==> config.mk <==
export PLATFORM = sky130hd
export DESIGN_NAME = mmio_uart_tx
export DESIGN_NICKNAME = d
export VERILOG_FILES = /design/src/rtl/uart_pkg.sv /design/src/rtl/sync_fifo.sv /design/src/rtl/mmio_uart_tx.sv
export SDC_FILE = /design/constraint.sdc
export NUM_CORES = 1
export LEC_CHECK = 0
export CAP_MARGIN = 10
export CORE_ASPECT_RATIO = 2
export CORE_MARGIN = 3
export CORE_UTILIZATION = 23
export DETAILED_ROUTE_END_ITERATION = 10
export GPL_ROUTABILITY_DRIVEN = 0
export PLACE_DENSITY_LB_ADDON = 0.1
export SYNTH_ARGS = -nofsm -noshare
export SYNTH_HDL_FRONTEND = slang
export SYNTH_SLANG_ARGS = --single-unit
==> constraint.sdc <==
create_clock -name clk -period 3 [get_ports clk]
set_input_delay 0.6 -clock clk [delete_from_list [all_inputs] [get_ports clk]]
set_output_delay 0.6 -clock clk [all_outputs]
set_load 0.01 [all_outputs]
==> src/rtl/uart_pkg.sv <==
// uart_pkg: shared framing-state type and status-word bit positions
package uart_pkg;
  typedef enum logic [1:0] {IDLE, START, DATA, STOP} tx_state_t;
  localparam int STAT_BUSY = 0;
  localparam int STAT_FULL = 1;
  localparam int STAT_OVF  = 2;
endpackage

==> src/rtl/sync_fifo.sv <==
// sync_fifo: single-clock FIFO that accepts a push while full when a pop lands on the same edge
module sync_fifo #(
  parameter int WIDTH = 8,
  parameter int DEPTH = 4
) (
  input  logic                         clk,
  input  logic                         reset,
  input  logic                         push,
  input  logic                         pop,
  input  logic [WIDTH-1:0]             din,
  output logic [WIDTH-1:0]             dout,
  output logic                         full,
  output logic                         empty,
  output logic [$clog2(DEPTH+1)-1:0]   count
);
  localparam int AW = $clog2(DEPTH);
  localparam int CW = $clog2(DEPTH+1);
  logic [WIDTH-1:0] mem [DEPTH];
  logic [AW-1:0] wr_ptr, rd_ptr;
  logic do_push, do_pop;
  assign full    = count == CW'(DEPTH);
  assign empty   = count == '0;
  assign do_pop  = pop && !empty;
  assign do_push = push && (!full || do_pop);
  assign dout    = mem[rd_ptr];
  always_ff @(posedge clk)
    if (do_push) mem[wr_ptr] <= din;
  always_ff @(posedge clk or posedge reset)
    if (reset) begin
      wr_ptr <= '0;
      rd_ptr <= '0;
      count  <= '0;
    end else begin
      wr_ptr <= wr_ptr + AW'(do_push);
      rd_ptr <= rd_ptr + AW'(do_pop);
      count  <= count + CW'(do_push) - CW'(do_pop);
    end
endmodule

==> src/rtl/mmio_uart_tx.sv <==
// mmio_uart_tx: store-bus snooping UART transmitter with byte FIFO and pollable status word
module mmio_uart_tx
  import uart_pkg::*;
#(
  parameter int          CLKS_PER_BIT = 434,
  parameter int          FIFO_DEPTH   = 8,
  parameter logic [31:0] TX_ADDR      = 32'h0000_0100,
  parameter logic [31:0] STATUS_ADDR  = 32'h0000_0104
) (
  input  logic        clk,
  input  logic        reset,
  input  logic        MemWrite,
  input  logic [31:0] DataAdr,
  input  logic [31:0] WriteData,
  output logic [31:0] ReadData,
  output logic        tx,
  output logic        busy
);
  localparam int BW = $clog2(CLKS_PER_BIT);
  tx_state_t state;
  logic [BW-1:0] cnt;
  logic [2:0] idx;
  logic [7:0] sh, dout;
  logic full, empty, ovf, wr_tx, wr_st, pop, tick;
  logic [$clog2(FIFO_DEPTH+1)-1:0] unused_cnt;
  logic unused_wd;
  assign unused_wd = ^WriteData[31:8];
  assign wr_tx = MemWrite && DataAdr == TX_ADDR;
  assign wr_st = MemWrite && DataAdr == STATUS_ADDR && WriteData[STAT_OVF];
  assign pop   = state == IDLE && !empty;
  assign tick  = cnt == BW'(CLKS_PER_BIT - 1);
  assign busy  = state != IDLE || !empty;
  assign tx    = state == START ? 1'b0 : state == DATA ? sh[0] : 1'b1;
  always_comb begin
    ReadData = '0;
    ReadData[STAT_BUSY] = busy;
    ReadData[STAT_FULL] = full;
    ReadData[STAT_OVF]  = ovf;
    ReadData = DataAdr == STATUS_ADDR ? ReadData : '0;
  end
  sync_fifo #(.WIDTH(8), .DEPTH(FIFO_DEPTH)) u_fifo (
    .clk(clk), .reset(reset), .push(wr_tx), .pop(pop), .din(WriteData[7:0]),
    .dout(dout), .full(full), .empty(empty), .count(unused_cnt)
  );
  // a drop and a clear on the same edge leave the flag set
  always_ff @(posedge clk or posedge reset)
    if (reset) ovf <= 1'b0;
    else if (wr_tx && full && !pop) ovf <= 1'b1;
    else if (wr_st) ovf <= 1'b0;
  always_ff @(posedge clk or posedge reset)
    if (reset) begin
      state <= IDLE;
      cnt   <= '0;
      idx   <= '0;
      sh    <= '0;
    end else begin
      cnt <= (state == IDLE || tick) ? '0 : cnt + 1'b1;
      case (state)
        IDLE:  if (!empty) begin
                 state <= START;
                 sh    <= dout;
               end
        START: if (tick) begin
                 state <= DATA;
                 idx   <= '0;
               end
        DATA:  if (tick) begin
                 sh    <= sh >> 1;
                 idx   <= idx + 1'b1;
                 state <= idx == 3'd7 ? STOP : DATA;
               end
        default: if (tick) state <= IDLE;
      endcase
    end
endmodule

==> flow_summary.toml <==
[outcome]
outcome = "complete, no violations"

[floorplan]
die_x_um = 105
fp.dieH_um = 205
ios = 101
initial_core_util_pct = 23.4
coreArea_um2 = 19400
die_area_um2 = 21600
std_cell_rows = 72

[place]
dp_cells = 623
placed_area_um2 = 5330
dp_hpwl_um = 7600
port_buffers = 47

[detailed_routing]
drt_wl_total_um = 10400
routed-wl-met3_um = 317
drt-met1-wl_um = 3530
drcViolationCount = 0
dr.pass1.iters = 4
ant_nets = 0
routed.top_layer = "met4"
vias_per_cell = 4.10
wl_met2_um = 6330
wl_per_cell_um = 16.2
num_vias = 2624
dr.first_iter.drc_count = 69

[synthesis]
ys_warn_count = 0
synth_top_cell_by_area = "edfxtp_1"
synth_cell_types = 47
ys_ff_latch = 97
synth_mux_area_share_pct = 12.0
yosys.area_share.xor_xnor_pct = 2.12
syn_area_per_cell_um2 = 14.7
synth_top_flop_cell = "edfxtp_1"
synth_edf_count = 64
synthArstFlopShare_pct = 34.0
synth_top_area_share_pct = 42.3
yosys.area_share.adder_pct = 5.40
yosysSeqAreaShare_pct = 60.5
synth_area_leaders = "edfxtp_1 (42%), dfrtp_1 (18%), mux4_2 (7.9%)"
synth_top_family_by_area = "multiplexers"
synth_simple_gate_area_share_pct = 8.24
syn_inst = 309
synth_compound_area_share_pct = 4.16
synth_area_um2 = 4540

[cts]
cts_inserted_buffers = 9
clock_latency_ps = 340
clockRootBuffer = "clkbuf_16"
cts-htree-levels = 3
clock_path_buffers = 2
tritoncts = "yes"
cts.sinks = 97
path_clk_slew_ps = 70
cts_hold_buf = 0

[global_routing]
grt_pass1_vias = 2736
grt_pass1_wl_um = 15900
grt_util_all_layers_pct = 10.1
antenna_found_initial = 0
grt_max_degree = 34
gr-total-overflow = 0

[finish]
drive_gt1_share_pct = 19.2
area_delta_synth_final_pct = 24.6
diodes = 0
nets = 462
layout.cells.non_filler = 640
fin_area_um2 = 5660

[timing]
grt_setup_unrepaired = "true"
max_slew_margin_pct = 65.5
final.min_clock_period_ps = 2870
fmax_mhz = 348
hold_viol_final = 0
setup_viol = 0
tightest_slew_ps = 518
fin_crit_sh_pct = 95.7
finalMaxSlewViolations = 0
worst_clock_skew_ps = 9.65

[setup_path]
path_class = "in -> reg"
endpoint_kind = "flop"
critPathMaxFanout = 8
r2r_slack_ps = 360
arrival_ps = 2910
cp-start-kind = "primary input"
critPathRequiredTime_ps = 3040
r2r_cells = 8

[power_and_ir_drop]
power_density_nw_per_um2 = 487
p_leak_uw = 0.00218
finalPower_uw = 2760
peakVddDrop_mv = 0.208

[flow_run]
drv_cap = 0

[min_path]
whs_path_depth = 1
hold_path.class = "reg -> reg"
path summary, 6_finish.rpt:
kind	start	end
worst max-delay path	DataAdr[31]	u_fifo.mem[4][1]
worst min-delay path	idx[1]	idx[1]
worst max register to register	state[0]	u_fifo.mem[4][1]
worst min register to register	idx[1]	idx[1]
max in group asynchronous	reset	cnt[6]
min in group asynchronous	reset	u_fifo.wr_ptr[0]
layout by cell type, fill, tap and decap left out, types with 4 or more instances in the layout:
cell | Yosys | final
dfrtp_1 | 33 | 33
clkdlybuf4s50_1 | 0 | 44
nor3_1 | 6 | 6
buf_4 | 31 | 20
and3_1 | 4 | 4
o21ai_0 | 12 | 12
xor2_1 | 5 | 5
nor2_1 | 14 | 14
nand3_1 | 4 | 4
clkbuf_16 | 0 | 9
nor4_2 | 3 | 7
conb_1 | 1 | 29
o21ai_1 | 4 | 4
mux2i_1 | 7 | 7
edfxtp_1 | 64 | 64
ha_1 | 18 | 18
mux4_2 | 16 | 16
inv_1 | 18 | 17
mux2_2 | 10 | 10
xnor2_1 | 6 | 6
cell families after synthesis:
logic type	after synthesis
AO/OA/AOI/OAI	31
adder cells (fa/ha/maj)	19
flip-flops	97
XOR/XNOR	11
AND/OR/NAND/NOR	59
buffers and inverters	58
other	1
multiplexers	33
sequential cells by signal, indices dropped and copies added, names as in the netlist:
| register | cells |
|---|---|
| cnt | 9 |
| u_fifo.rd_ptr | 3 |
| u_fifo.wr_ptr | 3 |
| u_fifo.mem | 64 |
| idx | 3 |
| u_fifo.count | 4 |
| state | 2 |
| sh | 8 |
| ovf | 1 |
worst max-delay path: stages:
cell,delay (ps)
clkdlybuf4s50_1,410
nor4_2,290
nand4_1,190
buf_4,190
or4b_1,530
buf_4,200
nor4b_2,230
buf_4,260
layer usage:
metal  global-route usage [%]  up-vias
met3                     1.70        8
li1                         -     1220
met5                        0        -
met4                     4.93        0
met1                     9.38     1345
met2                     20.4       51
layout make-up:
class,instances,area (µm²)
multi-input combinational,182,1580
clock buffer,10,229
clock inverter,6,90.1
tap,259,324
inverter,19,71.3
timing repair buffer,67,617
fill,1979,13700
sequential,97,2750
synthesized netlist by cell type (all sizes together), types with 4 or more instances:
master	instances
mux2i	7
ha	18
nand3	4
mux4	16
mux2	10
xor2	5
inv	19
nor2	14
nor4	9
nor4b	4
o21ai	16
edfxtp	64
buf	33
dfrtp	33
xnor2	6
and3	4
clkbuf	6
nor3	6
where the power goes:
part	internal (µW)	leakage, µW	total, µW	switching, µW
Clock	734	0.000155	1230	497
Sequential	1430	0.000982	1430	0.000271
Combinational	51.9	0.00105	101	49.0
repair_timing:
item                                   4_1_cts  5_1_grt
resized for setup                            4        2
setup endpoints to repair                    3       18
buffers inserted                             1        0
pin swaps                                    3        1
endpoints found under the hold margin        0        0
stage by stage:
step	setup slack, ps	hold slack [ps]	setup TNS [ps]	utilization [%]
6_report	129	499	0	29.2
5_1_grt	1.96	521	0	29.2
4_1_cts	88.0	503	0	29.2
3_5_place_dp	-210	486	-10140	27.5
3_3_place_gp	-148	483	-7220	27.5
2_1_floorplan	83.1	470	0	-
No activity file was read; power rests on OpenSTA's default activity.
